`src/rtl/axis_packet_arbiter_pkg.sv`:
```
// Shared types and helpers for the AXI-stream packet arbiter.
package axis_packet_arbiter_pkg;

  typedef enum logic {
    IDLE   = 1'b0,
    LOCKED = 1'b1
  } arb_state_e;

  // Upper bound on requesters handled by the round-robin search.
  localparam int RR_MAX_N = 32;
  localparam int RR_IDX_W = 5;

  // Width of an index field; never collapses to zero bits.
  function automatic int clog2_min1(input int n);
    return (n <= 1) ? 1 : $clog2(n);
  endfunction

  // First set bit of req searching circularly from last_grant+1.
  // Iterating from the far end and overwriting leaves the nearest hit,
  // which avoids a loop break. Returns last_grant when req is empty;
  // callers only use the result when req is nonzero.
  function automatic int rr_next(input logic [RR_MAX_N-1:0] req,
                                 input int                  n,
                                 input int                  last_grant);
    int idx;
    int pick;
    pick = last_grant;
    for (int k = RR_MAX_N - 1; k >= 0; k--) begin
      if (k < n) begin
        idx = last_grant + 1 + k;
        if (idx >= n) idx = idx - n;
        if (req[idx[RR_IDX_W-1:0]]) pick = idx;
      end
    end
    return pick;
  endfunction

endpackage

```
`src/rtl/axis_packet_arbiter_skid_buffer.sv`:
```
// axis_skid_buffer: 2-entry FIFO stage with registered output and registered
// ready. Ready is computed from the next-cycle occupancy, so it never has a
// combinational path from the downstream ready.
module axis_skid_buffer #(
  parameter int DWIDTH   = 32,
  parameter int ID_WIDTH = 2
) (
  input  logic                clk,
  input  logic                reset_n,
  input  logic                in_valid_i,
  input  logic [DWIDTH-1:0]   in_data_i,
  input  logic                in_last_i,
  input  logic [ID_WIDTH-1:0] in_id_i,
  output logic                in_ready_o,
  output logic                out_valid_o,
  output logic [DWIDTH-1:0]   out_data_o,
  output logic                out_last_o,
  output logic [ID_WIDTH-1:0] out_id_o,
  input  logic                out_ready_i
);

  logic [1:0]          count_q, count_d;
  logic                ready_q, ready_d;
  logic [DWIDTH-1:0]   head_data_q, head_data_d, tail_data_q, tail_data_d;
  logic                head_last_q, head_last_d, tail_last_q, tail_last_d;
  logic [ID_WIDTH-1:0] head_id_q, head_id_d, tail_id_q, tail_id_d;
  logic                push;
  logic                pop;

  assign push = in_valid_i & ready_q;
  assign pop  = (count_q != 2'd0) & out_ready_i;

  // Next occupancy and entry contents; the head entry always feeds the output.
  always_comb begin
    count_d     = count_q;
    head_data_d = head_data_q;
    head_last_d = head_last_q;
    head_id_d   = head_id_q;
    tail_data_d = tail_data_q;
    tail_last_d = tail_last_q;
    tail_id_d   = tail_id_q;
    case ({push, pop})
      2'b10: begin
        if (count_q == 2'd0) begin
          head_data_d = in_data_i;
          head_last_d = in_last_i;
          head_id_d   = in_id_i;
        end else begin
          tail_data_d = in_data_i;
          tail_last_d = in_last_i;
          tail_id_d   = in_id_i;
        end
        count_d = count_q + 2'd1;
      end
      2'b01: begin
        head_data_d = tail_data_q;
        head_last_d = tail_last_q;
        head_id_d   = tail_id_q;
        count_d     = count_q - 2'd1;
      end
      2'b11: begin
        if (count_q == 2'd2) begin
          head_data_d = tail_data_q;
          head_last_d = tail_last_q;
          head_id_d   = tail_id_q;
          tail_data_d = in_data_i;
          tail_last_d = in_last_i;
          tail_id_d   = in_id_i;
        end else begin
          head_data_d = in_data_i;
          head_last_d = in_last_i;
          head_id_d   = in_id_i;
        end
      end
      default: ;
    endcase
    ready_d = (count_d != 2'd2);
  end

  // Storage and occupancy registers; empty and ready out of reset.
  always_ff @(posedge clk) begin
    if (!reset_n) begin
      count_q     <= 2'd0;
      ready_q     <= 1'b1;
      head_data_q <= '0;
      head_last_q <= 1'b0;
      head_id_q   <= '0;
      tail_data_q <= '0;
      tail_last_q <= 1'b0;
      tail_id_q   <= '0;
    end else begin
      count_q     <= count_d;
      ready_q     <= ready_d;
      head_data_q <= head_data_d;
      head_last_q <= head_last_d;
      head_id_q   <= head_id_d;
      tail_data_q <= tail_data_d;
      tail_last_q <= tail_last_d;
      tail_id_q   <= tail_id_d;
    end
  end

  assign in_ready_o  = ready_q;
  assign out_valid_o = (count_q != 2'd0);
  assign out_data_o  = head_data_q;
  assign out_last_o  = head_last_q;
  assign out_id_o    = head_id_q;

endmodule

```
`src/rtl/axis_packet_arbiter.sv`:
```
// axis_packet_arbiter: packet-atomic round-robin arbiter sharing one
// AXI-stream sink among N_INPUTS requesters, output through a skid buffer.
//
// state  | meaning
// IDLE   | nobody owns the output; evaluate requests, all in_ready low
// LOCKED | grant held until the granted input's last beat is accepted
module axis_packet_arbiter
  import axis_packet_arbiter_pkg::*;
#(
  parameter int DWIDTH   = 32,
  parameter int N_INPUTS = 4,
  parameter int ID_WIDTH = clog2_min1(N_INPUTS)
) (
  input  logic                         clk,
  input  logic                         reset_n,
  input  logic [N_INPUTS*DWIDTH-1:0]   in_data,
  input  logic [N_INPUTS-1:0]          in_valid,
  input  logic [N_INPUTS-1:0]          in_last,
  output logic [N_INPUTS-1:0]          in_ready,
  output logic [DWIDTH-1:0]            out_data,
  output logic                         out_valid,
  output logic                         out_last,
  output logic [ID_WIDTH-1:0]          out_id,
  input  logic                         out_ready,
  input  logic                         enable,
  input  logic [N_INPUTS-1:0]          mask,
  output logic                         busy
);

  localparam logic [ID_WIDTH-1:0] LAST_INIT = ID_WIDTH'(N_INPUTS - 1);

  arb_state_e          state_q, state_d;
  logic [ID_WIDTH-1:0] grant_q, grant_d;
  logic [ID_WIDTH-1:0] last_grant_q, last_grant_d;
  logic [N_INPUTS-1:0] req;
  logic [DWIDTH-1:0]   sel_data;
  logic                sel_valid;
  logic                sel_last;
  logic                skid_ready;
  logic                push;

  // mask and enable only gate new grants; a locked packet ignores them.
  assign req = in_valid & mask & {N_INPUTS{enable}};

  // State, grant and round-robin pointer registers.
  always_ff @(posedge clk) begin
    if (!reset_n) begin
      state_q      <= IDLE;
      grant_q      <= '0;
      last_grant_q <= LAST_INIT;
    end else begin
      state_q      <= state_d;
      grant_q      <= grant_d;
      last_grant_q <= last_grant_d;
    end
  end

  // Select the granted requester's stream.
  always_comb begin
    sel_data  = '0;
    sel_valid = 1'b0;
    sel_last  = 1'b0;
    for (int i = 0; i < N_INPUTS; i++) begin
      if (grant_q == ID_WIDTH'(i)) begin
        sel_data  = in_data[i*DWIDTH +: DWIDTH];
        sel_valid = in_valid[i];
        sel_last  = in_last[i];
      end
    end
  end

  // Next state: grant in IDLE, release after the last beat is accepted.
  always_comb begin
    state_d      = state_q;
    grant_d      = grant_q;
    last_grant_d = last_grant_q;
    case (state_q)
      IDLE: begin
        if (|req) begin
          grant_d = ID_WIDTH'(rr_next(RR_MAX_N'(req), N_INPUTS, int'(last_grant_q)));
          state_d = LOCKED;
        end
      end
      LOCKED: begin
        if (push && sel_last) begin
          last_grant_d = grant_q;
          state_d      = IDLE;
        end
      end
      default: state_d = IDLE;
    endcase
  end

  // Outputs: only the granted input sees the registered skid ready.
  always_comb begin
    in_ready = '0;
    busy     = (state_q == LOCKED);
    if (state_q == LOCKED) begin
      for (int i = 0; i < N_INPUTS; i++) begin
        if (grant_q == ID_WIDTH'(i)) in_ready[i] = skid_ready;
      end
    end
    push = busy & sel_valid & skid_ready;
  end

  axis_skid_buffer #(
    .DWIDTH   (DWIDTH),
    .ID_WIDTH (ID_WIDTH)
  ) u_skid (
    .clk         (clk),
    .reset_n     (reset_n),
    .in_valid_i  (push),
    .in_data_i   (sel_data),
    .in_last_i   (sel_last),
    .in_id_i     (grant_q),
    .in_ready_o  (skid_ready),
    .out_valid_o (out_valid),
    .out_data_o  (out_data),
    .out_last_o  (out_last),
    .out_id_o    (out_id),
    .out_ready_i (out_ready)
  );

endmodule

```
`config.mk`:
```
export PLATFORM = sky130hd
export DESIGN_NAME = axis_packet_arbiter
export DESIGN_NICKNAME = d
export VERILOG_FILES = /design/src/rtl/axis_packet_arbiter_pkg.sv /design/src/rtl/axis_packet_arbiter_skid_buffer.sv /design/src/rtl/axis_packet_arbiter.sv
export SDC_FILE = /design/constraint.sdc
export NUM_CORES = 1
export LEC_CHECK = 0
export BUFFER_PORTS_ARGS = -buffer_cell sky130_fd_sc_hd__buf_2
export CORE_ASPECT_RATIO = 0.8
export CORE_MARGIN = 2
export CORE_UTILIZATION = 53
export CTS_CLUSTER_SIZE = 25
export DETAILED_ROUTE_END_ITERATION = 8
export MAX_ROUTING_LAYER = met4
export PLACE_DENSITY_LB_ADDON = 0.12
export SYNTH_ARGS = -nofsm -noshare
export SYNTH_HDL_FRONTEND = slang
export SYNTH_SLANG_ARGS = --single-unit
```
`constraint.sdc`:
```
create_clock -name clk -period 4.4 [get_ports clk]
set_input_delay 0.44 -clock clk [delete_from_list [all_inputs] [get_ports clk]]
set_output_delay 0.44 -clock clk [all_outputs]
set_load 0.02 [all_outputs]
```
# Yosys cells after proc, flatten, opt, wreduce, memory -nomap -nowiden
# Cells that the tools add are included.
# op_classes
reduce_logical	11
bitwise_logic	7
order_cmp	8
addsub	10
n_eq_ne	11
muxes	63
# ops
op	n
32-bit two-way mux	8
32-bit case mux with 3 select lines	1
32-bit case mux with 2 select lines	1
5-bit two-way mux	12
5-bit by 6-bit < comparator with 1-bit output, second input constant	4
1-bit two-way mux	22
1-bit binary-select mux with 5-bit select	4
2-bit two-way mux	8
4-bit by 3-bit subtractor with 5-bit output, second input constant	3
4-bit by 3-bit greater-or-equal comparator with 1-bit output, second input constant	3
2-bit == test, second input constant	5
3-bit by 2-bit adder with 4-bit output, second input constant	2
4-bit AND	2
2-bit case mux with 2 select lines	2
2-bit case mux with 3 select lines	1
2-bit AND reduction	3
3-bit by 1-bit adder with 4-bit output, second input constant	1
1-bit AND	4
2-bit by 1-bit == test with 1-bit output, second input constant	2
2-bit zero test	2
4-bit two-way mux	1
2-bit by 1-bit != test with 1-bit output, second input constant	2
2-bit != test, second input constant	2
1-bit case mux with 2 select lines	2
other kinds (12)	13
# totals
ff_bits	78
inputBits	144
word_cells	121
output_inout_bits	41

# Logic depth before layout (Yosys ltp)
# Gate-level depths: netlist (run 1).
# depth
word_depth	12
ltp_mapped	10
ltp_nobuf	8

# Cells and area by module
# From an unflattened synthesis (run 1), not the netlist that was laid out.
# unflattened
hier_cells	530
hier_area_um2	5228.8
# modules_own_cells
mod	seq_area_each_um2	instances	cells_each	area_each_um2
axis_skid_buffer	1461.4	1	406	3768.6
axis_packet_arbiter	100.1	1	124	1460.2

# Worst setup path after synthesis (run 1)
# OpenSTA, ideal clock, no wires.
# synth_path
kind	register -> register
start	register last_grant_q[0]
end	register grant_q[1]
synth_period_minus_slack_ns	2.518
path_stages_with_launch	10
t_arrival_ns	2.369
setup_time_ns	0.149
required_ns	4.251
path_slack_ns	1.882
path_buffers	1
cell_sequence	dfxtp_1 clkbuf_1 inv_1 ha_1 nand2b_1 a221o_1 a221o_1 o211ai_1 and3b_1 o22ai_1
# synth_between
elab_chain_cells	12
word_cells_on_any_way	36
classes_between	add/sub (8); order compare (4); mux (24)
# synth_lines
item	line_no	source
start: declaration	axis_packet_arbiter.sv:34	logic [ID_WIDTH-1:0] last_grant_q, last_grant_d;
start signal: assignment	axis_packet_arbiter.sv:54	last_grant_q <= last_grant_d;
2-bit by 1-bit adder with 3-bit output *	axis_packet_arbiter_pkg.sv:30	idx = last_grant + 1 + k;
3-bit by 2-bit adder with 4-bit output	axis_packet_arbiter_pkg.sv:30	
4-bit by 3-bit subtractor with 5-bit output or 4-bit by 3-bit greater-or-equal comparator with 1-bit output (tied branches)	axis_packet_arbiter_pkg.sv:31	if (idx >= n) idx = idx - n;
5-bit two-way mux	axis_packet_arbiter_pkg.sv:31	
5-bit two-way mux	axis_packet_arbiter.sv:79	if (|req) begin
5-bit two-way mux	axis_packet_arbiter.sv:77	case (state_q)
1-bit binary-select mux with 5-bit select	axis_packet_arbiter_pkg.sv:32	if (req[idx[RR_IDX_W-1:0]]) pick = idx;
1-bit two-way mux (not written as such)	axis_packet_arbiter_pkg.sv:32	
2-bit two-way mux (3 in a row)	axis_packet_arbiter_pkg.sv:32	
2-bit two-way mux *	axis_packet_arbiter_pkg.sv:32	
end signal: assignment	axis_packet_arbiter.sv:53	grant_q <= grant_d;
end: declaration	axis_packet_arbiter.sv:33	logic [ID_WIDTH-1:0] grant_q, grant_d;
# Every way passes the cells marked *; elsewhere a longest branch is shown, timed or not. The select of a mux whose other input is x is not followed.
# A chain may end at the register's enable or synchronous reset.

# Final worst setup path (run 1)
# Ends and elaborated chain as after synthesis.

==> results.json, run 1 <==
{
  "status": "completed",
  "cts_resized": 0,
  "finalWirelength_um": 11300,
  "dr.first_iter.drc_count": 185,
  "placed_area_um2": 5500,
  "grt_pass1_vias": 3749,
  "timing.fmax_mhz": 343.6,
  "initial_core_util": 0.5434,
  "powerDensity_nw_per_um2": 326.9,
  "hold_violations": 0,
  "crit_type": "reg2reg",
  "cpMaxStageDelayCell": "dfxtp_1",
  "dieArea_um2": 9424,
  "avgSynthCellArea_um2": 9.977,
  "hold_path_class": "reg2reg",
  "finalClockSkew_ns": 0.01548,
  "fin_cells": 737,
  "dp_hpwl_um": 8022,
  "ctsHoldBuffers": 0,
  "syn_nets": 610,
  "mostFrequentLayoutCells": "buf_2 (184), nand2_1 (119), dfxtp_1 (76)",
  "cts_buffer_depth": 2,
  "min_from": "u_skid.tail_id_q[1]",
  "post-cts-setup-buffer-count": 0,
  "crit_fanout": 19,
  "gp_congestion": 0.8648,
  "p_leak_nw": 2.700,
  "critPathLaunchType": "flop",
  "grt_pass1_wl_um": 17350,
  "clkLatencyLatePin_ns": 0.34,
  "design_area_um2": 5713,
  "grt_max_degree": 54,
  "cts.sinks": 78,
  "fin_nets": 771,
  "syn_inst": 460,
  "antenna_found_initial": 0,
  "arrival_ns": 3.09,
  "crit_buf_inv": 1,
  "fin_tns_setup_ns": 0,
  "area_growth_pct": 24.48,
  "rows": 30,
  "track_usage": 0.2414,
  "port_buffers": 184,
  "diodes": 0,
  "slew_headroom": 0.1830,
  "path_clk_slew_ns": 0.08,
  "critPathLaunch": "last_grant_q[0]",
  "wl_per_cell_um": 15.33,
  "syn_area_um2": 4589,
  "die_x_um": 108.0,
  "setup_viol": 0,
  "core_area_um2": 8446,
  "required_ns": 4.58,
  "worstMarginPinSlew_ns": 1.226,
  "ios": 185,
  "first_pass_iters": 5,
  "cts_tree": "done",
  "ys_seq_elements": 78,
  "ir_worst_vdd_mv": 0.1900,
  "synthArstFlopShare": 0,
  "cts_buffers": 9,
  "ys.flop_type": "dfxtp_1",
  "drive_gt1_frac": 0.3904,
  "rsz0062_at_grt": "false",
  "synth_enable_flop_cells": 0,
  "maxCapViolations": 0,
  "htreeDepth": 3,
  "path_cells": "inv_1 -> ha_1 -> nand2b_1 -> a221o_1 -> a221o_1 -> o211ai_1 -> and3b_1 -> o22ai_1",
  "reg2reg_from": "last_grant_q[0]",
  "max_stage_delay_ns": 0.66,
  "slew_violations": 0,
  "period_needed_ns": 2.910,
  "worstSetupEndpointType": "flop",
  "vias": 4120,
  "yosysWarnings": 0,
  "grt_overflow": 0,
  "yosysSeqAreaShare": 0.3402,
  "via_per_inst": 5.590,
  "ant_nets": 0,
  "die_h_um": 87.23,
  "route.detailed.drc": 0,
  "cp_common_cell": "a221o_1",
  "dp.cells": 722,
  "cp_top_family": "compound AO/OA/AOI/OAI gates",
  "period_share": 0.6614,
  "synthDistinctLibCells": 50,
  "final_common_cell": "buf_2",
  "cts-root-buf": "clkbuf_8"
}
power breakdown:
part           total, W  internal [W]  switching, W
Combinational  0.000512      0.000245      0.000267
Clock          0.000574      0.000319      0.000255
Sequential     0.000781      0.000752     0.0000299
final timing paths:
| path | to | slack (ns) | cells after the start |
|---|---|---|---|
| setup / recovery | grant_q[1] | 1.49 | 8 |
| hold / removal | u_skid.tail_id_q[1] | 0.45 | 2 |
| setup reg to reg | grant_q[1] | 1.49 | 8 |
| hold reg to reg | u_skid.tail_id_q[1] | 0.45 | 2 |
worst register-to-register path: cells and delay by family (launching register included):
family / cells / cell delay (ns)
DFF: 1 / 0.66
adders and majority gates: 1 / 0.50
and+or+nand+nor: 2 / 0.41
AOI/OAI and AO/OA: 4 / 0.94
buffers and inverters: 1 / 0.25
final cells by class:
type | instances | area, um2
multi-input combinational | 336 | 2795
tap | 112 | 140.1
clock inverter | 5 | 85.08
clock buffer | 10 | 127.6
sequential | 78 | 1564
timing repair buffer | 190 | 978.4
fill | 709 | 2733
inverter | 6 | 22.52
logic make-up after synthesis:
group | after synthesis | synth area share
and+or+nand+nor | 154 | 0.1489
AOI/OAI and AO/OA | 103 | 0.1884
DFF | 78 | 0.3402
muxes | 71 | 0.2475
buffers and inverters | 46 | 0.05480
adders and majority gates | 6 | 0.01636
xor gates and xnor gates | 2 | 0.003817
state kept, by name, summed over array words and instances, names as in the netlist:
name	flops
u_skid.out_data_o	32
u_skid.out_last_o	1
busy	1
u_skid.out_id_o	2
u_skid.tail_data_q	32
u_skid.tail_id_q	2
u_skid.count_q	2
u_skid.tail_last_q	1
grant_q	2
u_skid.in_ready_o	1
last_grant_q	2
cells in the mapped netlist, types with 2 or more instances:
cell	instances	share of area
a21boi_1	35	0.057
a21oi_1	7	0.0076
a221o_1	2	0.0044
and3_1	2	0.0027
and3b_1	3	0.0057
buf_1	2	0.0016
buf_12	3	0.013
buf_2	12	0.013
clkbuf_1	20	0.016
dfxtp_1	78	0.34
ha_1	6	0.016
inv_1	6	0.0049
mux2i_1	37	0.081
mux4_2	34	0.17
nand2_1	119	0.097
nand2b_1	2	0.0027
nand3_1	4	0.0044
nand3b_1	3	0.0049
nand4_1	3	0.0041
nand4b_1	2	0.0038
nor2_1	5	0.0041
nor2b_1	3	0.0041
nor3_1	2	0.0022
o211a_1	35	0.076
o211ai_1	6	0.0098
o21ai_0	3	0.0033
o21ai_1	2	0.0022
o221ai_1	2	0.0038
per-stage QoR:
step	total power, W	worst slack, ns	util	hold slack [ns]
finish	0.001868	1.490	0.6764	0.4533
global route	0.001956	1.260	0.6764	0.4770
CTS	0.001882	1.500	0.6764	0.4556
detailed placement	0.001312	1.499	0.6513	0.4446
global placement	0.001297	1.648	0.6513	0.4398
floorplan	0.001150	1.882	-	0.4347
per-layer routing:
layer	part of all wire	global-route usage	routed length, um	vias to the layer above
li1	-	-	-	2009
met1	0.42	0.2927	4793	1966
met2	0.51	0.4208	5754	134
met3	0.054	0.03815	607	11
met4	0.013	0.06643	144	0
met5	0	-	0	-
(Power assumes the default switching activity.)
==> run 2: changes to the inputs <==
Settings changed: ABC_AREA set to 1, CORE_UTILIZATION 53 to 50.
Clock period 4.4 ns to 2.7 ns, I/O delays scaled along.
==> results.json, run 2 <==
{
  "status": "completed",
  "p_comb_frac": 0.395,
  "final_common_cell": "buf_2",
  "avgSynthCellArea_um2": 6.380,
  "dp_hpwl_um": 10890,
  "cts_buffer_depth": 2,
  "slew_violations": 0,
  "area_growth_pct": 25.73,
  "cp_common_cell": "nand2_4",
  "cts_buffers": 9,
  "gp_congestion": 0.8565,
  "slew_headroom": 0.5400,
  "arrival_ns": 2.61,
  "dieArea_um2": 10450,
  "hold_path_class": "in2reg",
  "crit_fanout": 55,
  "wl_per_cell_um": 14.23,
  "p_sw_frac": 0.3873,
  "track_usage": 0.2841,
  "grt_pass1_vias": 5140,
  "mostFrequentLayoutCells": "buf_2 (184), nand2_1 (153), nand3_1 (82)",
  "place_ws_ns": 0.2424,
  "grt_max_degree": 56,
  "post-cts-setup-buffer-count": 0,
  "first_pass_iters": 5,
  "worstSetupEndpointType": "flop",
  "die_x_um": 113.8,
  "powerDensity_nw_per_um2": 754.6,
  "whs_ns": 0.2720,
  "period_share": 0.8846,
  "route.detailed.drc": 0,
  "synth_enable_flop_cells": 0,
  "drive_gt1_frac": 0.2649,
  "grt_pass1_wl_um": 23580,
  "vias": 5553,
  "yosysMostFrequentCell": "nand2_1",
  "synth_top_area_share": 0.3237,
  "rsz0062_at_grt": "false",
  "htreeDepth": 3,
  "setup_viol": 0,
  "crit_type": "reg2reg",
  "p_seq_frac": 0.313,
  "hold_violations": 0,
  "period_needed_ns": 2.388,
  "yosys-top-cells-count": "nand2_1 (153), nand3_1 (82), inv_1 (81)",
  "dr.first_iter.drc_count": 315,
  "rows": 32,
  "maxCapViolations": 0,
  "design_area_um2": 6065,
  "yosysWarnings": 0,
  "rrSetupSlack_ns": 0.31,
  "initial_core_util": 0.5062,
  "path_cells": "buf_4 -> nand2_4 -> nor2_2 -> nand2_1 -> nand2_4 -> nand2_4 -> nand2_4 -> o21ai_0 -> nor2_1 -> nor2_1",
  "grt_overflow": 0,
  "cts.sinks": 78,
  "ys.flop_type": "dfxtp_1",
  "yosysSeqAreaShare": 0.3237,
  "via_per_inst": 5.339,
  "p_int_w": 0.002804,
  "synthDistinctLibCells": 36,
  "power.switching_w": 0.001772,
  "cp_top_family": "simple AND/OR/NAND/NOR gates",
  "antenna_found_initial": 0,
  "max_stage_delay_ns": 0.48,
  "synthArstFlopShare": 0,
  "critPathLaunchType": "flop",
  "timing.fmax_mhz": 418.7,
  "placed_area_um2": 5729,
  "cpMaxStageDelayCell": "nand2_4",
  "syn_inst": 756,
  "fin_ws_ns": 0.3115,
  "clkLatencyLatePin_ns": 0.33,
  "p_leak_nw": 3.168,
  "required_ns": 2.92,
  "cts_tree": "done",
  "syn_nets": 906,
  "path_clk_slew_ns": 0.06,
  "cts-root-buf": "clkbuf_16",
  "ant_nets": 0,
  "syn_area_um2": 4823,
  "worstMarginPinSlew_ns": 0.6893,
  "ir_worst_vdd_mv": 0.3348,
  "die_h_um": 91.85,
  "fin_nets": 1066,
  "ys_seq_elements": 78,
  "port_buffers": 184,
  "finalWirelength_um": 14790,
  "nFillCells": 897,
  "synth.area.top_cells": "dfxtp_1 (32%), nand2_1 (12%), nand3_1 (8.5%)",
  "diodes": 0,
  "yosys.area.top_type": "dfxtp_1",
  "fin_util": 0.6364,
  "ios": 185,
  "crit_buf_inv": 1,
  "core_area_um2": 9529,
  "fin_tns_setup_ns": 0,
  "finalClockSkew_ns": 0.009148,
  "pwr-share-clk": 0.292
}
-- run 2: layer usage --
layer  global-route usage  vias to the layer above  part of all wire
met5                    -                        -                 0
met1               0.3447                     2503              0.44
met2               0.4895                      228              0.47
met3              0.05023                       17             0.078
met4              0.07520                        0            0.0098
li1                     -                     2805                 -
-- run 2: metrics by stage --
stage / std cells / power (W)
after floorplan: 756 / 0.002752
after global placement: 1024 / 0.003214
after detailed placement: 1024 / 0.003247
after CTS: 1040 / 0.004589
after global routing: 1040 / 0.004878
final: 1040 / 0.004576
-- run 2: cells by family after synthesis --
kind of cell	after synthesis	share of synthesized area
AO/OA/AOI/OAI	190	0.2143
adder cells (fa/ha/maj)	6	0.01556
XOR/XNOR	1	0.001816
flip-flops	78	0.3237
AND/OR/NAND/NOR	342	0.3185
buffers and inverters	139	0.1261
-- run 2: power by group through the flow --
stage               Sequential, W  Clock (W)  Combinational [W]
CTS                       0.00143    0.00135            0.00180
floorplan                 0.00161          0            0.00114
global placement          0.00145          0            0.00176
detailed placement        0.00146          0            0.00179
global route              0.00146    0.00140            0.00202
finish                    0.00143    0.00134            0.00181
-- run 2: worst paths after layout --
check / startpoint / cells past startpoint / to
max: grant_q[0] / 10 / u_skid.out_data_o[30]
min: in_data[105] / 3 / u_skid.tail_data_q[9]
max reg2reg: grant_q[0] / 10 / u_skid.out_data_o[30]
min reg2reg: u_skid.tail_data_q[29] / 2 / u_skid.tail_data_q[29]
-- run 2: final cells by class --
class                           instances  area (um2)  share of cell area
Clock inverter                          6       95.09             0.01568
Inverter                               90       340.3             0.05612
Sequential cell                        78        1562              0.2575
Clock buffer                           10       239.0             0.03941
Timing Repair Buffer                  198        1026              0.1692
Tap cell                              119       148.9             0.02455
Multi-Input combinational cell        539        2654              0.4376
-- run 2: worst register-to-register path: cells and delay by family (launching register included) --
| kind | cells | cell delay, ns |
|---|---|---|
| AO/OA/AOI/OAI | 1 | 0.22 |
| buffers and inverters | 1 | 0.33 |
| flip-flops | 1 | 0.34 |
| AND/OR/NAND/NOR | 8 | 1.41 |
-- run 2: timing repair --
| action | 4_1_cts | 5_1_grt |
|---|---|---|
| hold buffers | 0 | 0 |
| setup endpoints to repair | 0 | 3 |
| resized for setup | 0 | 1 |
==> run 3: changes to the inputs <==
Settings changed: CORE_MARGIN 2 to 5, GPL_TIMING_DRIVEN set to 0.
==> results.json, run 3 (synthesis results as in run 2) <==
{
  "crit_fanout": 11,
  "max_stage_delay_ns": 0.51,
  "antenna_found_initial": 0,
  "port_buffers": 182,
  "crit_type": "reg2reg",
  "arrival_ns": 2.59,
  "core_area_um2": 9529,
  "rsz0062_at_grt": "false",
  "mostFrequentLayoutCells": "buf_2 (202), nand2_1 (153), nand3_1 (82)",
  "total_power_w": 0.004538,
  "grt_max_degree": 17,
  "p_leak_nw": 3.212,
  "ant_nets": 0,
  "finalWirelength_um": 16290,
  "hold_violations": 0,
  "track_usage": 0.2787,
  "first_pass_iters": 6,
  "dr.first_iter.drc_count": 394,
  "rows": 32,
  "grt_pass1_wl_um": 25990,
  "period_needed_ns": 2.318,
  "cpMaxStageDelayCell": "ha_2",
  "hold_path_class": "in2reg",
  "path_cells": "buf_2 -> clkinv_1 -> ha_2 -> inv_1 -> nand2_1 -> nand2_1 -> inv_1 -> nand2_1 -> nand3_1 -> nand2_1 -> inv_1 -> nand2_1 -> nand2_1 -> nand2_1 -> a21oi_1",
  "period_share": 0.8586,
  "ios": 185,
  "vias": 5719,
  "dp_hpwl_um": 12590,
  "cts.sinks": 78,
  "fin_nets": 1099,
  "slew_headroom": 0.5504,
  "die_h_um": 97.85,
  "status": "completed",
  "clkLatencyLatePin_ns": 0.34,
  "slew_violations": 0,
  "place_ws_ns": 0.3502,
  "whs_ns": 0.2656,
  "die_x_um": 119.8,
  "htreeDepth": 3,
  "diodes": 0,
  "setup_viol": 0,
  "cts_buffers": 9,
  "crit_buf_inv": 5,
  "via_per_inst": 5.330,
  "path_clk_slew_ns": 0.06,
  "cp_common_cell": "nand2_1",
  "route.detailed.drc": 0,
  "worstSetupEndpointType": "flop",
  "initial_core_util": 0.5062,
  "wl_per_cell_um": 15.18,
  "gp_congestion": 0.9255,
  "dieArea_um2": 11720,
  "maxCapViolations": 0,
  "finalClockSkew_ns": 0.006324,
  "powerDensity_nw_per_um2": 735.2,
  "drive_gt1_frac": 0.2715,
  "fin_ws_ns": 0.3819,
  "grt_pass1_vias": 5546,
  "cts_buffer_depth": 2,
  "area_growth_pct": 27.99,
  "cts_tree": "done",
  "critPathLaunchType": "flop",
  "required_ns": 2.97,
  "final_common_cell": "buf_2",
  "timing.fmax_mhz": 431.4,
  "cp_top_family": "buffers and inverters",
  "cts-root-buf": "clkbuf_16",
  "grt_overflow": 0,
  "fin_tns_setup_ns": 0,
  "worstMarginPinSlew_ns": 0.6744,
  "ir_worst_vdd_mv": 0.3801
}
run 3: cell types whose count changed in the layout (fill, tap and decap cells not counted), moves of 2 or more:
cell        delta
buf_2         +18
clkbuf_1      +18
buf_4         -10
buf_6          +6
clkinv_4       -4
clkinvlp_4     +3
bufinv_16      -2
inv_6          +2
inv_8          +2
run 3: area by class of cell:
type / count / area [um2]
Inverter: 90 / 339.1
Clock inverter: 7 / 62.56
Timing Repair Buffer: 182 / 910.9
Multi-Input combinational cell: 539 / 2656
Fill cell: 895 / 3356
Clock buffer: 9 / 225.2
Sequential cell: 78 / 1562
Buffer: 49 / 269.0
Tap cell: 119 / 148.9
run 3: layer usage:
metal | track usage | part of all wire | vias to the layer above | wire [um]
met4 | 0.08187 | 0.016 | 0 | 261
met1 | 0.3549 | 0.44 | 2562 | 7158
met3 | 0.04111 | 0.082 | 24 | 1334
li1 | - | - | 2886 | -
met5 | - | 0 | - | 0
met2 | 0.4614 | 0.46 | 247 | 7539
run 3: metrics by stage:
stage               area, um2  utilization  std cells
floorplan                4823            -        756
global placement         5883       0.6174       1057
detailed placement       5883       0.6174       1057
CTS                      6171       0.6476       1073
global route             6173       0.6478       1073
finish                   6173       0.6478       1073
run 3: power by group:
group / leakage, nW / switching, W / total, W / internal (W)
logic: 2.44 / 0.00124 / 0.00193 / 0.000684
clock network: 0.133 / 0.000535 / 0.00118 / 0.000642
registers: 0.636 / 0.0000978 / 0.00143 / 0.00134
run 3: worst reg2reg max path: stages (launching register included):
cell	delay [ns]
dfxtp_1	0.36
buf_2	0.20
clkinv_1	0.31
ha_2	0.52
inv_1	0.10
nand2_1	0.09
nand2_1	0.07
inv_1	0.07
nand2_1	0.07
nand3_1	0.11
nand2_1	0.06
inv_1	0.05
nand2_1	0.04
nand2_1	0.05
nand2_1	0.05
a21oi_1	0.10
run 3: worst paths after layout:
check,cells after the start,endpoint,slack [ns],startpoint
hold reg to reg,2,u_skid.tail_data_q[28],0.46,u_skid.tail_data_q[28]
setup reg to reg,15,grant_q[1],0.38,last_grant_q[0]
hold / removal,3,u_skid.tail_data_q[20],0.27,in_data[116]
setup / recovery,15,grant_q[1],0.38,last_grant_q[0]
run 3: repair_timing:
action | in CTS | in global routing
hold buffers | 0 | 0
buffers inserted | 0 | 0
gates resized for setup | 0 | 1
endpoints found under the setup margin | 0 | 1
endpoints found under the hold margin | 0 | 0
